[src/rtl/dispatch_pkg.sv]
// rtl/dispatch_pkg.sv - shared dispatch/issue widths and entry field layout
package dispatch_pkg;

    localparam int IQ_DATA_WIDTH   = 32;
    localparam int IQ_TAG_WIDTH    = 6;
    localparam int IQ_OPCODE_WIDTH = 4;

    // Field layout of one queue entry at the default widths.
    typedef struct packed {
        logic                       valid;
        logic [IQ_OPCODE_WIDTH-1:0] opcode;
        logic [IQ_TAG_WIDTH-1:0]    rd_tag;
        logic [IQ_TAG_WIDTH-1:0]    rs1_tag;
        logic                       rs1_valid;
        logic [IQ_DATA_WIDTH-1:0]   rs1_data;
        logic [IQ_TAG_WIDTH-1:0]    rs2_tag;
        logic                       rs2_valid;
        logic [IQ_DATA_WIDTH-1:0]   rs2_data;
    } iq_entry_t;

endpackage

[src/rtl/iq_select.sv]
// rtl/iq_select.sv - lowest-index ready picker, one-hot grant plus any-ready
module iq_select #(
    parameter int DEPTH = 4
) (
    input  logic [DEPTH-1:0] ready,
    output logic [DEPTH-1:0] grant,
    output logic             any_ready
);

    // Two's-complement trick isolates the lowest set bit.
    assign grant     = ready & (~ready + DEPTH'(1));
    assign any_ready = |ready;

endmodule

[src/rtl/issue_queue.sv]
// rtl/issue_queue.sv - collapsing in-order-age issue queue with CDB wakeup
module issue_queue
    import dispatch_pkg::*;
#(
    parameter int DATA_WIDTH   = IQ_DATA_WIDTH,
    parameter int TAG_WIDTH    = IQ_TAG_WIDTH,
    parameter int OPCODE_WIDTH = IQ_OPCODE_WIDTH,
    parameter int DEPTH        = 4,
    localparam int CW          = $clog2(DEPTH + 1)
) (
    input  logic                    clk,
    input  logic                    reset,
    input  logic                    dispatch_en,
    input  logic [OPCODE_WIDTH-1:0] dispatch_opcode,
    input  logic [TAG_WIDTH-1:0]    dispatch_rd_tag,
    input  logic [DATA_WIDTH-1:0]   dispatch_rs1_data,
    input  logic [TAG_WIDTH-1:0]    dispatch_rs1_tag,
    input  logic                    dispatch_rs1_valid,
    input  logic [DATA_WIDTH-1:0]   dispatch_rs2_data,
    input  logic [TAG_WIDTH-1:0]    dispatch_rs2_tag,
    input  logic                    dispatch_rs2_valid,
    output logic                    issueque_full,
    output logic [CW-1:0]           issueque_count,
    input  logic                    CDB_valid,
    input  logic [TAG_WIDTH-1:0]    CDB_tag,
    input  logic [DATA_WIDTH-1:0]   CDB_data,
    input  logic                    flush,
    input  logic                    issue_ready,
    output logic                    issue_valid,
    output logic [OPCODE_WIDTH-1:0] issue_opcode,
    output logic [TAG_WIDTH-1:0]    issue_rd_tag,
    output logic [DATA_WIDTH-1:0]   issue_rs1_data,
    output logic [DATA_WIDTH-1:0]   issue_rs2_data
);

    logic [CW-1:0]           count_q, count_n, tail, sel_idx;
    logic [OPCODE_WIDTH-1:0] op_q [DEPTH], op_n [DEPTH];
    logic [TAG_WIDTH-1:0]    rd_q [DEPTH], rd_n [DEPTH];
    logic [TAG_WIDTH-1:0]    s1_tag_q [DEPTH], s1_tag_n [DEPTH];
    logic [TAG_WIDTH-1:0]    s2_tag_q [DEPTH], s2_tag_n [DEPTH];
    logic                    s1_v_q [DEPTH], s1_v_n [DEPTH], w_s1_v [DEPTH];
    logic                    s2_v_q [DEPTH], s2_v_n [DEPTH], w_s2_v [DEPTH];
    logic [DATA_WIDTH-1:0]   s1_d_q [DEPTH], s1_d_n [DEPTH], w_s1_d [DEPTH];
    logic [DATA_WIDTH-1:0]   s2_d_q [DEPTH], s2_d_n [DEPTH], w_s2_d [DEPTH];
    logic [DEPTH-1:0]        ready, grant;
    logic                    any_ready, fire, accept;
    logic                    d_s1_v, d_s2_v;
    logic [DATA_WIDTH-1:0]   d_s1_d, d_s2_d;

    // Occupancy is implied by count since entries are packed from index 0.
    always_comb begin
        ready = '0;
        for (int i = 0; i < DEPTH; i++) begin
            ready[i] = (CW'(i) < count_q) & s1_v_q[i] & s2_v_q[i];
        end
    end

    iq_select #(.DEPTH(DEPTH)) u_select (
        .ready     (ready),
        .grant     (grant),
        .any_ready (any_ready)
    );

    always_comb begin
        issue_opcode   = '0;
        issue_rd_tag   = '0;
        issue_rs1_data = '0;
        issue_rs2_data = '0;
        sel_idx        = '0;
        for (int i = 0; i < DEPTH; i++) begin
            if (grant[i]) begin
                issue_opcode   = issue_opcode | op_q[i];
                issue_rd_tag   = issue_rd_tag | rd_q[i];
                issue_rs1_data = issue_rs1_data | s1_d_q[i];
                issue_rs2_data = issue_rs2_data | s2_d_q[i];
                sel_idx        = CW'(i);
            end
        end
    end

    assign issue_valid    = any_ready;
    assign issueque_count = count_q;
    assign issueque_full  = (count_q == CW'(DEPTH));
    assign fire           = any_ready & issue_ready;
    assign accept         = dispatch_en & ~issueque_full;
    assign tail           = count_q - CW'(fire);
    assign count_n        = count_q + CW'(accept) - CW'(fire);

    // Dispatch-time bypass: an incoming source can be satisfied by this cycle's broadcast.
    assign d_s1_v = dispatch_rs1_valid | (CDB_valid & (dispatch_rs1_tag == CDB_tag));
    assign d_s2_v = dispatch_rs2_valid | (CDB_valid & (dispatch_rs2_tag == CDB_tag));
    assign d_s1_d = dispatch_rs1_valid ? dispatch_rs1_data : CDB_data;
    assign d_s2_d = dispatch_rs2_valid ? dispatch_rs2_data : CDB_data;

    always_comb begin
        for (int i = 0; i < DEPTH; i++) begin
            w_s1_v[i] = s1_v_q[i];
            w_s1_d[i] = s1_d_q[i];
            w_s2_v[i] = s2_v_q[i];
            w_s2_d[i] = s2_d_q[i];
            if (CDB_valid && !s1_v_q[i] && s1_tag_q[i] == CDB_tag) begin
                w_s1_v[i] = 1'b1;
                w_s1_d[i] = CDB_data;
            end
            if (CDB_valid && !s2_v_q[i] && s2_tag_q[i] == CDB_tag) begin
                w_s2_v[i] = 1'b1;
                w_s2_d[i] = CDB_data;
            end
        end
    end

    // Collapse over the issued slot, then write the new entry at the tail.
    always_comb begin
        for (int i = 0; i < DEPTH; i++) begin
            int src;
            src = i;
            if (fire && CW'(i) >= sel_idx) begin
                src = (i < DEPTH - 1) ? i + 1 : i;
            end
            op_n[i]     = op_q[src];
            rd_n[i]     = rd_q[src];
            s1_tag_n[i] = s1_tag_q[src];
            s2_tag_n[i] = s2_tag_q[src];
            s1_v_n[i]   = w_s1_v[src];
            s2_v_n[i]   = w_s2_v[src];
            s1_d_n[i]   = w_s1_d[src];
            s2_d_n[i]   = w_s2_d[src];
            if (accept && CW'(i) == tail) begin
                op_n[i]     = dispatch_opcode;
                rd_n[i]     = dispatch_rd_tag;
                s1_tag_n[i] = dispatch_rs1_tag;
                s2_tag_n[i] = dispatch_rs2_tag;
                s1_v_n[i]   = d_s1_v;
                s2_v_n[i]   = d_s2_v;
                s1_d_n[i]   = d_s1_d;
                s2_d_n[i]   = d_s2_d;
            end
        end
    end

    always_ff @(posedge clk or posedge reset) begin
        if (reset) begin
            count_q <= '0;
        end else if (flush) begin
            count_q <= '0;
        end else begin
            count_q <= count_n;
        end
    end

    always_ff @(posedge clk) begin
        for (int i = 0; i < DEPTH; i++) begin
            op_q[i]     <= op_n[i];
            rd_q[i]     <= rd_n[i];
            s1_tag_q[i] <= s1_tag_n[i];
            s2_tag_q[i] <= s2_tag_n[i];
            s1_v_q[i]   <= s1_v_n[i];
            s2_v_q[i]   <= s2_v_n[i];
            s1_d_q[i]   <= s1_d_n[i];
            s2_d_q[i]   <= s2_d_n[i];
        end
    end

endmodule

[config.mk]
export PLATFORM = sky130hd
export DESIGN_NAME = issue_queue
export DESIGN_NICKNAME = d
export VERILOG_FILES = /design/src/rtl/dispatch_pkg.sv /design/src/rtl/iq_select.sv /design/src/rtl/issue_queue.sv
export SDC_FILE = /design/constraint.sdc
export NUM_CORES = 1
export LEC_CHECK = 0
export ABC_AREA = 1
export BUFFER_PORTS_ARGS = -buffer_cell sky130_fd_sc_hd__buf_2
export CAP_MARGIN = 0
export CORE_ASPECT_RATIO = 1.2
export CORE_MARGIN = 2
export CORE_UTILIZATION = 41
export CTS_BUF_LIST = sky130_fd_sc_hd__clkbuf_4 sky130_fd_sc_hd__clkbuf_8 sky130_fd_sc_hd__clkbuf_16
export DETAILED_ROUTE_END_ITERATION = 16
export PLACE_DENSITY = 0.66
export SLEW_MARGIN = 20
export SYNTH_ARGS = -nofsm -noshare
export SYNTH_HDL_FRONTEND = slang
export SYNTH_HIERARCHICAL = 1
export SYNTH_SLANG_ARGS = --single-unit
[constraint.sdc]
create_clock -name clk -period 4.1 [get_ports clk]
set_input_delay 0 -clock clk [delete_from_list [all_inputs] [get_ports clk]]
set_output_delay 0 -clock clk [all_outputs]
set_load 0.02 [all_outputs]
# ---- Word level (Yosys, flattened, before mapping)
# Memories as Yosys holds them, arrays and structs flattened.
# Index checks and enable logic that the tools add are counted.
# W data, S select, Z words.
dict set report op_classes {
  addsub 4
  magnitude_cmp 10
  n_eq_ne 14
  mux 109
  bitwise 32
  n_reduce_logical 33
}
# op count
set ops {}
lappend ops {{$mux W32} 38}
lappend ops {{$bmux W32 S2} 6}
lappend ops {{$or A32 B32 Y32} 6}
lappend ops {{$ge A32 B3 Y1 const B} 3}
lappend ops {{$mux W6} 16}
lappend ops {{$not A32 Y32} 3}
lappend ops {{$eq A6 B6 Y1} 10}
lappend ops {{$mux W4} 8}
lappend ops {{$mux W1} 31}
lappend ops {{$logic_and A1 B1 Y1} 23}
lappend ops {{$or A6 B6 Y6} 3}
lappend ops {{$and A1 B1 Y1} 12}
lappend ops {{$bmux W1 S2} 6}
lappend ops {{$or A4 B4 Y4} 3}
lappend ops {{$logic_not A1 Y1} 8}
lappend ops {{$eq A2 B3 Y1 const A} 2}
lappend ops {{$ge A1 B3 Y1 const A} 2}
lappend ops {{$lt A1 B3 Y1 const A} 2}
lappend ops {{$lt A2 B3 Y1 const A} 2}
lappend ops {{$mux W2} 3}
lappend ops {{$sub A3 B1 Y3} 2}
lappend ops {{$add A4 B1 Y4 const B} 1}
lappend ops {{$and A4 B4 Y4} 1}
lappend ops {{$not A4 Y4} 1}
lappend ops {{9 further kinds} 10}
dict set report word_totals {
  register_bits 3
  ram_bits 352
  in_bits 132
  out_inout_bits 79
  word_cells 211
  n_memories 8
}
# name depth width read_ports rd_clocked_by_memory_dff wr line_no
set memory_table {}
lappend memory_table {s1_d_q 4 32 4 0 4 issue_queue.sv:43} ;# logic [DATA_WIDTH-1:0] s1_d_q [DEPTH], s1_d_n [DEPTH], w_s1_d [DEPTH];
lappend memory_table {s2_d_q 4 32 4 0 4 issue_queue.sv:44} ;# logic [DATA_WIDTH-1:0] s2_d_q [DEPTH], s2_d_n [DEPTH], w_s2_d [DEPTH];
lappend memory_table {rd_q 4 6 7 0 4 issue_queue.sv:38} ;# logic [TAG_WIDTH-1:0] rd_q [DEPTH], rd_n [DEPTH];
lappend memory_table {s1_tag_q 4 6 7 0 4 issue_queue.sv:39} ;# logic [TAG_WIDTH-1:0] s1_tag_q [DEPTH], s1_tag_n [DEPTH];
lappend memory_table {s2_tag_q 4 6 7 0 4 issue_queue.sv:40} ;# logic [TAG_WIDTH-1:0] s2_tag_q [DEPTH], s2_tag_n [DEPTH];
lappend memory_table {op_q 4 4 7 0 4 issue_queue.sv:37} ;# logic [OPCODE_WIDTH-1:0] op_q [DEPTH], op_n [DEPTH];
lappend memory_table {{2 more memories} -- -- -- -- -- --}

# ---- Longest topological paths before layout
dict set report logic_depth {
  depth_word 17
  mapped_depth 20
  depth_no_buf 18
}

# ---- Hierarchy
# The synthesis kept the hierarchy.
# mod n_inst cells_per_inst area_per_inst_um2 seq_area_each_um2
set modules_own_cells {}
lappend modules_own_cells {issue_queue 1 3245 21043.9 8002.7}
lappend modules_own_cells {iq_select 1 10 46.3 0.0}

# ---- Worst setup path after synthesis
# OpenSTA, ideal clock, no wires.
dict set report synth_path {
  kind {flip-flop to flip-flop}
  startpoint {reg, netlist name issueque_count[1]}
  endpoint {mem op_q[2][0] (netlist bit) (enable)}
  setup_time_ns 0.377
  arrival_time_ns 3.563
  required_ns 3.723
  slack_ns 0.160
  path_stages_with_launch 16
  path_buffers 2
  synth_period_minus_slack_ns 3.940
  cell_sequence {dfrtp_1 > inv_1 > ha_1 > a211oi_1 > nor2_2 > nand3_1 > nand2_1 > inv_1 > ha_1 > ha_1 > or2_1 > nor3_4 > nor2_1 > buf_2 > buf_2 > inv_1}
}
# item line_no
set synth_rtl {}
lappend synth_rtl {{end: declaration} issue_queue.sv:37}

==> results.cfg <==
[synthesis]
synth.avg_cell_area_sq_um = 6.48
synth-seq-cells = 355
synthTopCellsByArea = dfxtp_1 (25%), nand3_1 (20%), nand2_1 (16%)
ys_types = 31
synth_cells = 3255
netlist_area_sq_um = 21100
synth_top_cell_area_share_pct = 25.1
ys_warn_count = 6
syn-num-nets = 3394
ys_seq_area_share_pct = 37.9
synth_edf_count = 88
async_flop_share_pct = 0.845
dominantRegCellSynth = dfxtp_1
yosysTopAreaCell = dfxtp_1

[global_route]
antenna_found_initial = 1
first_global_vias = 22400
grt_first_pass_wirelength_um = 125000
grt_max_degree = 88
grt-ovfl-total = 0
grt_use_total_pct = 29.7

[clock_tree]
root_buffer = clkbuf_16
cts_setup_buffers = 0
cts.clk_slew.worst_paths_ps = 60
numCtsBuffers = 39
clk_path_buf_depth = 3
clkLatencyLatePin_ps = 560
htreeDepth = 2
clkSinkCount = 355
cts_tree = yes

[finish]
drive_gt1_share_pct = 11.3
diodes = 0
nets = 3577
stdcell_count = 4118
n_fill_cell = 5219
final_cell_mix = nand2_1 (881), nand3_1 (834), inv_1 (374), dfxtp_1 (264), buf_2 (209)
area_growth_pct = 18.1
layout_commonest_cell = nand2_1

[critical_path]
cp.arrival_ps = 4200
crit_path_max_fanout = 66
critPathCaptureType = flip-flop
required_ps = 4530
path_class = flip-flop to flip-flop
worstSetupStartpointType = flip-flop

[timing]
clock_skew_ps = 24.0
tightestPinTransition_ps = 1130
maxSlewViolCount = 0
setup_ws_ps = 327
slew_headroom_pct = 24.6
period_needed_ps = 3770
hold_violations = 0
setup_violations = 0
rsz0062_at_grt = false
fin_setup_tns_ps = 0
period_share_pct = 92.0
maxClockFrequency_mhz = 265

[placement]
placement.io_buffers = 210
dpl.hpwl_um = 49500
post-place-ws_ps = 384
gp_congestion = 0.917
place_inst = 3961

[status]
status = completed

[power]
peakVddDrop_v = 0.000578
total_power_mw = 21.4
p_leak_nw = 11.9
powerDensity_nw_per_um2 = 858

[route]
drt-total-wl_um = 80600
wl_per_cell_um = 19.6
drc_errors = 0
first_pass_iters = 8
ant_nets = 0
vias = 23500
avgViaCountPerCell = 5.71
drt-initial-drc-count = 2416

[die]
die_h_um = 252
io_pins = 211
rows = 91
start_util_pct = 41.3
dieArea_sq_um = 53300
core_area_sq_um = 51100
die_w_um = 211

[job]
drv_cap = 0

[worst_hold_path]
hold_path_class = input port to flip-flop
[layer usage]
layer	up-vias	global-route usage (%)	wire length [um]
met5	-	0	10
met4	2	14.6	3470
met3	233	5.49	7830
met2	1221	50.0	37800
met1	10800	36.4	31600
li1	11200	-	-
[critical path: stages, from the launching register on]
cell	delay [ps]
dfrtp_1	410
inv_1	100
ha_1	230
nor3_1	410
nor2_2	100
nand3_1	100
nand2_1	70
inv_1	100
ha_1	150
ha_1	250
or2_1	270
nor3_4	300
buf_4	320
nor2_4	50
buf_4	420
nand3_1	210
nand3_1	110
[synthesized netlist by cell type, types with 2 or more instances]
master and number:
ha_1 6, buf_2 75, nand4_1 102, buf_1 14, clkbuf_1 133, nor3_1 6
o21ai_0 192, o221ai_1 14, o211ai_1 10, a21oi_1 75, o22ai_1 71, nand2_2 3
dfxtp_1 264, nor2_2 7, buf_4 3, inv_1 380, xor2_1 4, nor3_4 2
edfxtp_1 88, inv_2 8, nand3_1 834, dfrtp_1 3, clkinv_1 32, nand2_1 882
xnor2_1 3, nor2_1 39
[flip-flops by register name, indices dropped and copies added, names as in the netlist]
name and count:
s1_d_q 128, s2_v_q 4, s1_tag_q 24, s1_v_q 4, s2_d_q 128, op_q 16, s2_tag_q 24, rd_q 24
issueque_count 3
[layout make-up]
class | count | area (sq um) | share of cell area, %
Multi-Input combinational cell | 2255 | 10600 | 42.7
Sequential cell | 355 | 8000 | 32.1
Timing Repair Buffer | 367 | 2550 | 10.3
Inverter | 420 | 1580 | 6.34
Clock buffer | 56 | 1180 | 4.75
Tap cell | 651 | 815 | 3.27
Clock inverter | 14 | 135 | 0.543
[stage by stage]
| step | hold slack, ps | util (%) | area (sq um) |
|---|---|---|---|
| final | 19.4 | 48.7 | 24900 |
| after global placement | -95.1 | 44.4 | 22700 |
| after global routing | 55.1 | 48.7 | 24900 |
| after detailed placement | -94.0 | 44.4 | 22700 |
| after CTS | 1.04 | 48.6 | 24800 |
| after floorplan | -246 | - | 21100 |
[final timing paths]
check / startpoint / endpoint / slack [ps] / cells past startpoint
setup / recovery: issueque_count[1]$_DFF_PP0_ / s1_d_q[2][27]$_DFF_P_ / 330 / 16
max in group asynchronous: reset / issueque_count[2]$_DFF_PP0_ / 3500 / 4
setup reg to reg: issueque_count[1]$_DFF_PP0_ / s1_d_q[2][27]$_DFF_P_ / 330 / 16
hold reg to reg: op_q[1][0]$_DFFE_PP_ / op_q[0][0]$_DFFE_PP_ / 550 / 2
min in group asynchronous: reset / issueque_count[0]$_DFF_PP0_ / 470 / 4
hold / removal: CDB_data[18] / s1_d_q[0][18]$_DFF_P_ / 20 / 6
[report_power, final]
part / leakage (nW) / total [mW] / switching (mW) / internal, mW
registers: 3.08 / 6.28 / 0.579 / 5.70
logic: 8.18 / 11.4 / 7.90 / 3.50
clock network: 0.656 / 3.69 / 1.55 / 2.14
[what timing repair did]
item	CTS	global route
gates resized for setup	0	0
hold buffers	85	0
hold endpoints to repair	316	0
[cell families after synthesis]
kind of cell             after synthesis  share of synthesized area, %
XOR/XNOR                               7                         0.291
adder cells (fa/ha/maj)                7                         0.451
flip-flops                           355                          37.9
AND/OR/NAND/NOR                     1877                          39.9
AO/OA/AOI/OAI                        364                          9.46
buffers and inverters                645                          12.0
Power figures use the tool's default switching activity.
